`src/rtl/rx_fifo_if.sv`:
```
// rtl/rx_fifo_if.sv - Receive FIFO push/pop/status bundle between UART receiver, host and FIFO
interface rx_fifo_if #(
    parameter int DEPTH = 16
);
    localparam int CW = $clog2(DEPTH) + 1;

    logic          write_en;
    logic [7:0]    din;
    logic          frame_err;
    logic          parity_err;
    logic          rd_enbl;
    logic          ovr_clr;
    logic [7:0]    dout;
    logic          dout_ferr;
    logic          dout_perr;
    logic          dout_valid;
    logic          empty;
    logic          full;
    logic [CW-1:0] count;
    logic          thresh_hit;
    logic          overrun;
    logic          timeout;

    // Receiver/host side: drives strobes and data, observes status
    modport master (
        output write_en, din, frame_err, parity_err, rd_enbl, ovr_clr,
        input  dout, dout_ferr, dout_perr, dout_valid,
        input  empty, full, count, thresh_hit, overrun, timeout
    );

    // FIFO side
    modport slave (
        input  write_en, din, frame_err, parity_err, rd_enbl, ovr_clr,
        output dout, dout_ferr, dout_perr, dout_valid,
        output empty, full, count, thresh_hit, overrun, timeout
    );
endinterface

```
`src/rtl/rx_fifo.sv`:
```
// rtl/rx_fifo.sv - UART receive byte FIFO with status, overrun and optional char timeout (RX_FIFO_TIMEOUT_EN)
module rx_fifo #(
    parameter int DEPTH   = 16,
    parameter int THRESH  = 8,
    parameter int TIMEOUT = 64
) (
    input  logic       rx_enbl,
    input  logic       areset_n,
    rx_fifo_if.slave   bus
);
    localparam int AW = $clog2(DEPTH);
    localparam int CW = AW + 1;
    localparam logic [CW-1:0] DEPTH_C  = CW'(DEPTH);
    localparam logic [CW-1:0] THRESH_C = CW'(THRESH);

    // Each entry is {parity_err, frame_err, data}
    logic [9:0]    mem [DEPTH];
    logic [AW-1:0] wr_ptr;
    logic [AW-1:0] rd_ptr;
    logic [CW-1:0] count_q;
    logic [7:0]    dout_q;
    logic          ferr_q;
    logic          perr_q;
    logic          valid_q;
    logic          ovr_q;
    logic          timeout_q;

    logic empty_w;
    logic full_w;
    logic pop_ok;
    logic push_ok;
    logic drop;

    assign empty_w = (count_q == '0);
    assign full_w  = (count_q == DEPTH_C);
    assign pop_ok  = bus.rd_enbl && !empty_w;
    // A pop in the same cycle frees the slot a full FIFO needs for the push
    assign push_ok = bus.write_en && (!full_w || pop_ok);
    assign drop    = bus.write_en && !push_ok;

    // Storage write; contents are deliberately not reset
    always_ff @(posedge rx_enbl) begin
        if (push_ok) begin
            mem[wr_ptr] <= {bus.parity_err, bus.frame_err, bus.din};
        end
    end

    // Pointers and level counter
    always_ff @(posedge rx_enbl or negedge areset_n) begin
        if (!areset_n) begin
            wr_ptr  <= '0;
            rd_ptr  <= '0;
            count_q <= '0;
        end else begin
            if (push_ok) begin
                wr_ptr <= wr_ptr + AW'(1);
            end
            if (pop_ok) begin
                rd_ptr <= rd_ptr + AW'(1);
            end
            case ({push_ok, pop_ok})
                2'b10:   count_q <= count_q + CW'(1);
                2'b01:   count_q <= count_q - CW'(1);
                default: count_q <= count_q;
            endcase
        end
    end

    // Registered pop data; holds its value when no pop is accepted
    always_ff @(posedge rx_enbl or negedge areset_n) begin
        if (!areset_n) begin
            dout_q  <= 8'h00;
            ferr_q  <= 1'b0;
            perr_q  <= 1'b0;
            valid_q <= 1'b0;
        end else begin
            valid_q <= pop_ok;
            if (pop_ok) begin
                {perr_q, ferr_q, dout_q} <= mem[rd_ptr];
            end
        end
    end

    // Sticky overrun; a drop in the same cycle as a clear keeps it set
    always_ff @(posedge rx_enbl or negedge areset_n) begin
        if (!areset_n) begin
            ovr_q <= 1'b0;
        end else if (drop) begin
            ovr_q <= 1'b1;
        end else if (bus.ovr_clr) begin
            ovr_q <= 1'b0;
        end
    end

`ifdef RX_FIFO_TIMEOUT_EN
    localparam int TW = $clog2(TIMEOUT) + 1;
    localparam logic [TW-1:0] TIMEOUT_C = TW'(TIMEOUT);

    logic [TW-1:0] idle_cnt;

    // Idle counter saturates at TIMEOUT; the flag rises on the edge it gets there
    always_ff @(posedge rx_enbl or negedge areset_n) begin
        if (!areset_n) begin
            idle_cnt  <= '0;
            timeout_q <= 1'b0;
        end else if (push_ok || pop_ok || empty_w) begin
            idle_cnt  <= '0;
            timeout_q <= 1'b0;
        end else if (idle_cnt != TIMEOUT_C) begin
            idle_cnt <= idle_cnt + TW'(1);
            if (idle_cnt + TW'(1) == TIMEOUT_C) begin
                timeout_q <= 1'b1;
            end
        end
    end
`else
    logic unused_timeout_cfg;
    assign unused_timeout_cfg = (TIMEOUT > 0);
    assign timeout_q = 1'b0;
`endif

    assign bus.dout       = dout_q;
    assign bus.dout_ferr  = ferr_q;
    assign bus.dout_perr  = perr_q;
    assign bus.dout_valid = valid_q;
    assign bus.empty      = empty_w;
    assign bus.full       = full_w;
    assign bus.count      = count_q;
    assign bus.thresh_hit = (count_q >= THRESH_C);
    assign bus.overrun    = ovr_q;
    assign bus.timeout    = timeout_q;
endmodule

```
`src/flat_wrapper.sv`:
```
// flat-port wrapper written by rule: the top's interface ports become plain ports
module rx_fifo_flat 
#(
    parameter int DEPTH   = 16,
    parameter int THRESH  = 8,
    parameter int TIMEOUT = 64
)
  (rx_enbl, areset_n, bus_write_en, bus_din, bus_frame_err, bus_parity_err, bus_rd_enbl, bus_ovr_clr, bus_dout, bus_dout_ferr, bus_dout_perr, bus_dout_valid, bus_empty, bus_full, bus_count, bus_thresh_hit, bus_overrun, bus_timeout);
  rx_fifo_if #(.DEPTH(DEPTH)) bus_i ();
  input  logic rx_enbl;
  input  logic areset_n;
  input wire logic [$bits(bus_i.write_en)-1:0] bus_write_en;
  input wire logic [$bits(bus_i.din)-1:0] bus_din;
  input wire logic [$bits(bus_i.frame_err)-1:0] bus_frame_err;
  input wire logic [$bits(bus_i.parity_err)-1:0] bus_parity_err;
  input wire logic [$bits(bus_i.rd_enbl)-1:0] bus_rd_enbl;
  input wire logic [$bits(bus_i.ovr_clr)-1:0] bus_ovr_clr;
  output wire logic [$bits(bus_i.dout)-1:0] bus_dout;
  output wire logic [$bits(bus_i.dout_ferr)-1:0] bus_dout_ferr;
  output wire logic [$bits(bus_i.dout_perr)-1:0] bus_dout_perr;
  output wire logic [$bits(bus_i.dout_valid)-1:0] bus_dout_valid;
  output wire logic [$bits(bus_i.empty)-1:0] bus_empty;
  output wire logic [$bits(bus_i.full)-1:0] bus_full;
  output wire logic [$bits(bus_i.count)-1:0] bus_count;
  output wire logic [$bits(bus_i.thresh_hit)-1:0] bus_thresh_hit;
  output wire logic [$bits(bus_i.overrun)-1:0] bus_overrun;
  output wire logic [$bits(bus_i.timeout)-1:0] bus_timeout;
  assign bus_i.write_en = bus_write_en;
  assign bus_i.din = bus_din;
  assign bus_i.frame_err = bus_frame_err;
  assign bus_i.parity_err = bus_parity_err;
  assign bus_i.rd_enbl = bus_rd_enbl;
  assign bus_i.ovr_clr = bus_ovr_clr;
  assign bus_dout = bus_i.dout;
  assign bus_dout_ferr = bus_i.dout_ferr;
  assign bus_dout_perr = bus_i.dout_perr;
  assign bus_dout_valid = bus_i.dout_valid;
  assign bus_empty = bus_i.empty;
  assign bus_full = bus_i.full;
  assign bus_count = bus_i.count;
  assign bus_thresh_hit = bus_i.thresh_hit;
  assign bus_overrun = bus_i.overrun;
  assign bus_timeout = bus_i.timeout;
  rx_fifo #(.DEPTH(DEPTH), .THRESH(THRESH), .TIMEOUT(TIMEOUT)) u_core (.rx_enbl(rx_enbl), .areset_n(areset_n), .bus(bus_i));
endmodule
```
`config.mk`:
```
export PLATFORM = sky130hd
export DESIGN_NAME = rx_fifo_flat
export DESIGN_NICKNAME = d
export VERILOG_FILES = /design/src/rtl/rx_fifo_if.sv /design/src/rtl/rx_fifo.sv /design/src/flat_wrapper.sv
export SDC_FILE = /design/constraint.sdc
export NUM_CORES = 1
export LEC_CHECK = 0
export BUFFER_PORTS_ARGS = -buffer_cell sky130_fd_sc_hd__buf_2
export CORE_MARGIN = 3
export CORE_UTILIZATION = 40
export DETAILED_ROUTE_END_ITERATION = 10
export GPL_TIMING_DRIVEN = 0
export HOLD_SLACK_MARGIN = 0.02
export PLACE_DENSITY = 0.65
export SLEW_MARGIN = 20
export SYNTH_ARGS = -nofsm -noshare
export SYNTH_HDL_FRONTEND = slang
export SYNTH_SLANG_ARGS = --single-unit
```
`constraint.sdc`:
```
create_clock -name rx_enbl -period 4.55 [get_ports rx_enbl]
set_clock_uncertainty 0.2 [all_clocks]
set_input_delay 0.2275 -clock rx_enbl [delete_from_list [all_inputs] [get_ports rx_enbl]]
set_output_delay 0.2275 -clock rx_enbl [all_outputs]
set_load 0.03 [all_outputs]
```
### Yosys cells after proc, flatten, opt, wreduce, memory -nomap -nowiden

Memory sizes are Yosys's and may differ from the RTL's. A register that Yosys moved wholly into a read port is not among the register bits.
Index checks and enable logic that the tools add are counted.

* register bits after elaboration: 15
* bits in read-only memories: 0
* input port bits: 15
* memories: 1
* word-level logic and storage cells: 30
* RAM bits: 160
* latch bits: 0

* $mul: 0
* div/mod/pow operators: 0
* magnitude comparators: 1
* reduce and logical (&&, ||, !) cells: 11
* add/subtract/negate cells: 4
* multiplexer cells: 5
* bitwise gates (word level): 0
* equal/unequal tests: 3
* shift-type cells: 0

Memory list
* u_core.mem: depth 16, bits a word 10, read ports 1, clocked after memory_dff 1, wr ports 1, RTL line rx_fifo.sv:17 `logic [9:0] mem [DEPTH];`

Operators with widths (count)
* case mux 5 bit (2 select lines): 1
* adder 4 x 1 -> 4 bit (second input constant): 2
* adder 5 x 1 -> 5 bit (second input constant): 1
* == test 5 bit (second input constant): 1
* >= comparator 5 x 4 -> 1 bit (second input constant): 1
* zero test 5 bit: 1
* subtractor 5 x 1 -> 5 bit (second input constant): 1
* zero test 1 bit: 4
* 2-to-1 mux 1 bit: 4
* nonzero test 2 bit: 2
* logical AND 1 bit: 3
* == test 2 x 1 -> 1 bit (second input constant): 1
* == test 2 bit (second input constant): 1
* logical OR 1 bit: 1

### Logic depth before layout (Yosys ltp)

Gate-level depths: netlist of run 1.

* depth after elaboration: 8
* mapped depth: 10
* depth with buffers taken out: 10

### Worst setup path before layout of run 1

Ideal clock, no wire load.

* kind: register -> register
* from: register u_core.count_q[1], in the netlist u_core.bus.count[1]
* to: register u_core.count_q[4], in the netlist u_core.bus.count[4]
* cell stages (with the launch flop): 10
* data arrival time: 2640 ps
* buffers on the path: 0
* library setup time: 88 ps
* slack: 1621 ps
* required time: 4262 ps
* cell sequence: dfrtp_1 or4_4 o21ai_4 nor2_2 ha_1 nor2b_1 o21a_1 or2_1 o32a_1 o211ai_1

* longest elaborated chain between the ends: 7
* elaborated cells on any way between the ends: 13

RTL lines
* from (decl): RTL line rx_fifo.sv:20 `logic [CW-1:0] count_q;`
* from (signal assigned): RTL line rx_fifo.sv:62 `2'b10: count_q <= count_q + CW'(1);`
* from (signal assigned): RTL line rx_fifo.sv:63 `2'b01: count_q <= count_q - CW'(1);`
* from (signal assigned): RTL line rx_fifo.sv:64 `default: count_q <= count_q;`
* zero test 5 bit: RTL line rx_fifo.sv:34 `assign empty_w = (count_q == '0);`
* zero test 1 bit: RTL line rx_fifo.sv:36 `assign pop_ok = bus.rd_enbl && !empty_w;`
* logical AND 1 bit: RTL line rx_fifo.sv:36
* logical OR 1 bit: RTL line rx_fifo.sv:38 `assign push_ok = bus.write_en && (!full_w || pop_ok);`
* logical AND 1 bit: RTL line rx_fifo.sv:38
* == test 2 x 1 -> 1 bit / == test 2 bit (equally long branches): RTL line rx_fifo.sv:61 `case ({push_ok, pop_ok})`
* case mux 5 bit (2 select lines) / nonzero test 2 bit (equally long branches)

Parallel ways exist; a longest one is shown, timed or not.
A chain may end at the register's enable or synchronous reset.

### Final worst setup path of run 1

* from: register u_core.count_q[0], in the netlist u_core.bus.count[0]
* to: register u_core.count_q[4], in the netlist u_core.bus.count[4]

Same word-level chain as after synthesis.

==> flow_metrics.tcl, run 1 <==
set metrics [dict create \
    antennaDiodeCount 0 \
    seqPwrFrac_pct 42.4 \
    swShare_pct 32.4 \
    criticalPathCategory "reg2reg" \
    startpoint_type "flip-flop" \
    vias 3645 \
    core_area_um2 17700 \
    critical_path_arrival_ps 3190 \
    rr_startpoint "u_core.bus.count[0]" \
    dp_worst_setup_slack_ps 1510 \
    worstPathMaxFanout 6 \
    syn-instance-count 372 \
    drv_slew 0 \
    post-route-period-util_pct 67.0 \
    fin_util_pct 48.4 \
    pwr-share-comb_pct 32.0 \
    overflow 0 \
    cts_setup_buffers 0 \
    min_path_type "in2async" \
    power.leakage_nw 2.96 \
    finalHoldViolCount 0 \
    setup_tns_ps 0 \
    wl_per_cell_um 21.4 \
    r2r_end "u_core.bus.count[4]" \
    worstSetupEndpointType "flip-flop" \
    status "finished, final reports clean" \
    grt_pass1_wl_um 22400 \
    peakVddDrop_mv 0.312 \
    dp_hpwl_um 9560 \
    cp.required_ps 4690 \
    clock-sinks 185 \
    setup_viol 0 \
    insertion_delay_ps 420 \
    r2r_slack_ps 1500 \
    port_buffers 34 \
    max_slew_margin_pct 23.7 \
    yosysSeqAreaShare_pct 73.9 \
    start_util_pct 41.6 \
    synth-async-reset-ratio_pct 13.5 \
    p_sw_mw 1.70 \
    tightest_slew_ps 1140 \
    crit_path_max_incr_delay_ps 570 \
    first_global_vias 3766 \
    syn_to_final_growth_pct 16.3 \
    first_pass_iters 4 \
    drive_gt1_share_pct 30.3 \
    synth_nets 396 \
    p_per_area_nw_per_um2 614 \
    ys_seq_elements 185 \
    syn_area_per_cell_um2 19.8 \
    num_rows 48 \
    grt_setup_unrepaired "false" \
    track_usage_pct 15.3 \
    finalNetCount 468 \
    htreeDepth 4 \
    synth_ff_type "edfxtp_1" \
    intPower_mw 3.54 \
    clock.fmax_ghz 0.328 \
    io_pins 36 \
    setup_ws_ps 1500 \
    die_y_um 142 \
    cp_cell_sequence "or4_4 -> o21ai_4 -> nor2_2 -> ha_1 -> nor2b_1 -> o21a_1 -> or2_1 -> o32a_1 -> o211ai_1" \
    clkPwrFrac_pct 25.6 \
    ant_nets 0 \
    avgViaCountPerCell 5.36 \
    synthesis.area_um2 7350 \
    dpl_cell_area_um2 7850 \
    drc 0 \
    clk_pin_slew_worst_paths_ps 60 \
    maxCapViolCount 0 \
    min_period_ps 3050 \
    fin_area_um2 8540 \
    r2r_cells 9 \
    antenna_found_initial 0 \
    cts.repair.resized 0 \
    wl_um 14500 \
    ys_types 42 \
    ctsHoldBuffers 15 \
    synth_edf_count 160 \
    cts_tree "done" \
    grt_start_max_net_pins 26 \
    dieArea_um2 20000 \
    die_w_um 142 \
    globalplace.congestion 0.804 \
    yosys_warnings 0 \
    numCtsBuffers 17 \
    cts-root-buf "clkbuf_16" \
    first_iter_violations 430 \
    clock_path_buffers 2 \
    cp_slowest_cell "or4_4" \
]
per-layer routing:
layer	vias to the layer above	global-route usage [%]	routed length, µm
met3	10	3.94	951
met1	1894	21.0	6320
met4	0	4.44	142
li1	1628	-	-
met5	-	0	0
met2	113	24.4	7110
worst max path at each step:
stage	start	end	slack, ps	depth (start not counted)
floorplan	u_core.bus.count[1]	u_core.bus.count[4]	1620	9
global placement	u_core.bus.count[0]	u_core.mem[0][2]	1420	6
detailed placement	u_core.bus.count[0]	u_core.bus.count[4]	1510	9
CTS	u_core.bus.count[0]	u_core.bus.count[4]	1490	9
global route	u_core.bus.count[0]	u_core.bus.count[4]	1400	9
finish	u_core.bus.count[0]	u_core.bus.count[4]	1500	9
per-stage QoR:
step	power (mW)	instances	hold slack [ps]
6_report	5.24	680	158
4_1_cts	5.29	680	160
2_1_floorplan	3.43	372	-268
5_1_grt	5.50	680	195
3_5_place_dp	3.94	635	74.4
3_3_place_gp	3.88	631	59.3
flip-flops by register name (all words and copies together), names as in the netlist:
| register | count |
|---|---|
| u_core.mem | 160 |
| u_core.wr_ptr | 4 |
| u_core.bus.dout_perr | 1 |
| u_core.bus.count | 5 |
| u_core.bus.dout_ferr | 1 |
| u_core.rd_ptr | 4 |
| u_core.bus.dout | 8 |
| u_core.bus.dout_valid | 1 |
| u_core.bus.overrun | 1 |
layout by cell type, fill, tap and decap left out, types with 4 or more instances in the layout:
| cell | netlist | layout |
|---|---|---|
| buf_2 | 12 | 46 |
| buf_4 | 1 | 5 |
| clkbuf_1 | 4 | 5 |
| clkbuf_16 | 0 | 17 |
| clkinv_2 | 0 | 4 |
| dfrtp_1 | 25 | 25 |
| dlygate4sd3_1 | 0 | 15 |
| edfxtp_1 | 160 | 160 |
| ha_1 | 8 | 8 |
| inv_1 | 8 | 8 |
| mux2i_1 | 20 | 20 |
| mux4_2 | 40 | 40 |
| nand2_1 | 22 | 22 |
| nor2_1 | 13 | 8 |
| nor2_2 | 2 | 7 |
| nor3_2 | 0 | 4 |
| o221ai_1 | 10 | 10 |
| xnor2_1 | 9 | 9 |
power by group through the flow:
stage	Sequential, mW	Combinational [mW]	Clock, mW
floorplan	2.36	1.07	0
global placement	2.24	1.63	0
detailed placement	2.26	1.68	0
CTS	2.23	1.70	1.36
global route	2.25	1.81	1.43
finish	2.22	1.68	1.34
critical path, delay by kind of cell, from the launching register on:
kind / cells / cell delay, ps
compound gates: 4 / 890
fa+ha+maj: 1 / 330
flops: 1 / 460
simple gates: 4 / 1080
synthesized netlist by cell type (2+ instances only):
cell	count	area [µm²]
nor3_1	4	20.0
mux2_1	2	22.5
o21a_1	2	15.0
ha_1	8	100
nand2_1	22	82.6
buf_2	12	60.1
clkbuf_1	4	15.0
buf_1	2	7.51
o221ai_1	10	87.6
edfxtp_1	160	4800
mux4_2	40	901
nor2_2	2	12.5
nand4_1	2	12.5
or2_2	2	12.5
nor2_1	13	48.8
mux2i_1	20	200
dfrtp_1	25	626
inv_1	8	30.0
nand2b_1	2	12.5
xnor2_1	9	78.8
nor2b_1	2	12.5
cell type report:
| class | instances | area (µm²) |
|---|---|---|
| fill | 1457 | 9110 |
| inverter | 9 | 33.8 |
| timing repair buffer | 53 | 350 |
| clock inverter | 12 | 104 |
| tap | 225 | 282 |
| multi-input combinational | 158 | 1820 |
| clock buffer | 18 | 429 |
| sequential | 185 | 5430 |
| buffer | 20 | 95.1 |
kinds of logic (layout without fill, tap and decap cells):
family,count (synthesis),count (layout),share of synthesized area (%)
flip-flops,185,185,73.9
multiplexers,62,62,15.3
AND/OR/NAND/NOR,53,53,3.39
buffers and inverters,29,112,1.75
AO/OA/AOI/OAI,24,24,2.90
adder cells (fa/ha/maj),9,9,1.63
XOR/XNOR,9,9,1.07
other,1,1,0.0510
Note: power is estimated with default switching activity, not from simulation.
==> inputs of run 2 (changes only) <==
--- a/config.mk
+++ b/config.mk
@@ -5,13 +5,14 @@
 export SDC_FILE = /design/constraint.sdc
 export NUM_CORES = 1
 export LEC_CHECK = 0
+export ABC_AREA = 1
 export BUFFER_PORTS_ARGS = -buffer_cell sky130_fd_sc_hd__buf_2
 export CORE_MARGIN = 3
 export CORE_UTILIZATION = 40
 export DETAILED_ROUTE_END_ITERATION = 10
 export GPL_TIMING_DRIVEN = 0
 export HOLD_SLACK_MARGIN = 0.02
-export PLACE_DENSITY = 0.65
+export PLACE_DENSITY = 0.67
 export SLEW_MARGIN = 20
 export SYNTH_ARGS = -nofsm -noshare
 export SYNTH_HDL_FRONTEND = slang
==> constraint.sdc (replaced) <==
create_clock -name rx_enbl -period 2.7 [get_ports rx_enbl]
set_clock_uncertainty 0.2 [all_clocks]
set_input_delay 0.135 -clock rx_enbl [delete_from_list [all_inputs] [get_ports rx_enbl]]
set_output_delay 0.135 -clock rx_enbl [all_outputs]
set_load 0.03 [all_outputs]
==> flow_metrics.tcl, run 2 <==
set metrics [dict create \
    status "finished, final reports clean" \
    avgViaCountPerCell 4.87 \
    cts-root-buf "clkbuf_16" \
    antenna_found_initial 0 \
    globalplace.congestion 0.944 \
    wl_per_cell_um 16.4 \
    numCtsBuffers 17 \
    p_per_area_nw_per_um2 1050 \
    clock.fmax_ghz 0.407 \
    min_path_type "in2async" \
    first_pass_iters 5 \
    dp_hpwl_um 11900 \
    clock_path_buffers 2 \
    insertion_delay_ps 430 \
    cts_tree "done" \
    ys_types 29 \
    core_area_um2 19700 \
    largest-register "u_core.mem" \
    ant_nets 0 \
    synth_top_area_share_pct 59.1 \
    worstPathMaxFanout 10 \
    grt_pass1_wl_um 28800 \
    drv_slew 0 \
    layout_commonest_cell "nand2_1" \
    synth.area.top_cells "edfxtp_1, nand2_1, dfrtp_1, nand3_1, inv_1" \
    synth_nets 795 \
    clk_pin_slew_worst_paths_ps 60 \
    die_y_um 149 \
    vias 5437 \
    antennaDiodeCount 0 \
    setup_tns_ps 0 \
    setup_viol 0 \
    yosysSeqAreaShare_pct 66.8 \
    die_w_um 149 \
    drive_gt1_share_pct 12.3 \
    htreeDepth 4 \
    netlist_top_cells_count "nand2_1, edfxtp_1, inv_1, nand3_1, dfrtp_1" \
    track_usage_pct 17.4 \
    finalNetCount 864 \
    worstSetupEndpointType "flip-flop" \
    drc 0 \
    power.total_mw 9.89 \
    num_rows 51 \
    ys_seq_elements 185 \
    finalHoldViolCount 0 \
    cts_setup_buffers 0 \
    cp_slowest_cell "nor2_1" \
    synth_ff_type "edfxtp_1" \
    grt_setup_unrepaired "false" \
    io_pins 36 \
    startpoint_type "flip-flop" \
    peakVddDrop_mv 0.803 \
    maxCapViolCount 0 \
    post-route-period-util_pct 91.1 \
    yosys_warnings 0 \
    most-common-layout-cells "nand2_1, edfxtp_1, inv_1" \
    syn_area_per_cell_um2 10.5 \
    cp_cell_sequence "nor2_2 -> nand3_2 -> o21ai_4 -> inv_4 -> nand2_1 -> nor2_1" \
    fin_hold_ws_ps 48.7 \
    wl_um 18300 \
    synth_edf_count 160 \
    largest_reg_flops 160 \
    cp.required_ps 2550 \
    grt_start_max_net_pins 26 \
    first_iter_violations 567 \
    fill_cells 1780 \
    clock-sinks 185 \
    first_global_vias 5262 \
    start_util_pct 41.2 \
    overflow 0 \
    power.leakage_nw 4.07 \
    yosys.area.top_type "edfxtp_1" \
    syn_to_final_growth_pct 15.4 \
    criticalPathCategory "reg2reg" \
    tightest_slew_ps 1050 \
    syn-instance-count 771 \
    synthesis.area_um2 8130 \
    synth-async-reset-ratio_pct 13.5 \
    min_period_ps 2460 \
    port_buffers 34 \
    fin_util_pct 47.6 \
    critical_path_arrival_ps 2300 \
    crit_path_max_incr_delay_ps 830 \
    max_slew_margin_pct 29.9 \
    dieArea_um2 22100 \
    synth.most_common_cell "nand2_1" \
]
-- run 2: cell types whose count changed in the layout (fill, tap and decap cells not counted), sizes merged, moves of 13 or more --
cell / previous run / this run
buf: 53 / 66
inv: 11 / 110
mux2i: 20 / 0
mux4: 40 / 0
nand2: 22 / 272
nand3: 1 / 108
-- run 2: cell type report --
| type | count | area, µm² | share of cell area (%) |
|---|---|---|---|
| plain buffers | 35 | 226 | 2.41 |
| clock buffers | 20 | 437 | 4.66 |
| clock inverters | 11 | 154 | 1.64 |
| inverters | 110 | 418 | 4.46 |
| multi-input cells | 441 | 2050 | 21.9 |
| flip-flops and latches | 185 | 5430 | 57.9 |
| well taps | 265 | 332 | 3.53 |
| repair buffers | 50 | 330 | 3.52 |
-- run 2: report_power, final --
group,total [mW],internal (mW),switching [mW]
Clock,2.53,1.53,1.00
Combinational,3.63,1.13,2.50
Sequential,3.73,3.53,0.203
Total,9.89,6.19,3.71
-- run 2: path summary, 6_finish.rpt --
check / startpoint / to / slack, ps / cells after the start
setup / recovery: u_core.bus.count[1] / u_core.mem[6][8] / 240 / 6
hold / removal: areset_n / u_core.bus.dout_valid / 50 / 2
setup reg to reg: u_core.bus.count[1] / u_core.mem[6][8] / 240 / 6
hold reg to reg: u_core.bus.dout[0] / u_core.bus.dout[0] / 270 / 2
max in group asynchronous: areset_n / u_core.rd_ptr[3] / 1860 / 2
min in group rx_enbl: u_core.bus.dout[0] / u_core.bus.dout[0] / 270 / 2
-- run 2: worst max-delay path: cells and delay by family, from the launching register on --
family / cells / cell delay (ps)
AOI/OAI and AO/OA: 1 / 80
and+or+nand+nor: 4 / 1220
DFF: 1 / 480
buffers and inverters: 1 / 100
-- run 2: cells by family (layout without fill, tap and decap cells) --
kind of cell	count (synthesis)	after routing	share of synthesized area [%]
xor+xnor	9	9	1.06
fa+ha+maj	9	9	1.48
flops	185	185	66.8
simple gates	402	402	20.9
compound gates	20	20	1.72
other cells	1	1	0.0462
buf+inv	145	226	7.93
-- run 2: timing repair --
item,4_1_cts,5_1_grt
resized for setup,0,0
hold buffers,16,0
hold endpoints to repair,200,0
-- run 2: metrics by stage --
step	area [µm²]	setup WS [ps]	instances
final	9380	240	1117
after global routing	9380	111	1117
after CTS	9380	206	1117
after detailed placement	8630	263	1070
after global placement	8630	293	1070
after floorplan	8130	469	771
-- run 2: routing by layer --
metal,track usage [%],up-vias,part of all wire [%]
met5,0,-,0
met4,5.59,0,2.0
met3,4.36,29,6.2
met2,28.3,175,49
met1,23.1,2592,43
li1,-,2641,-
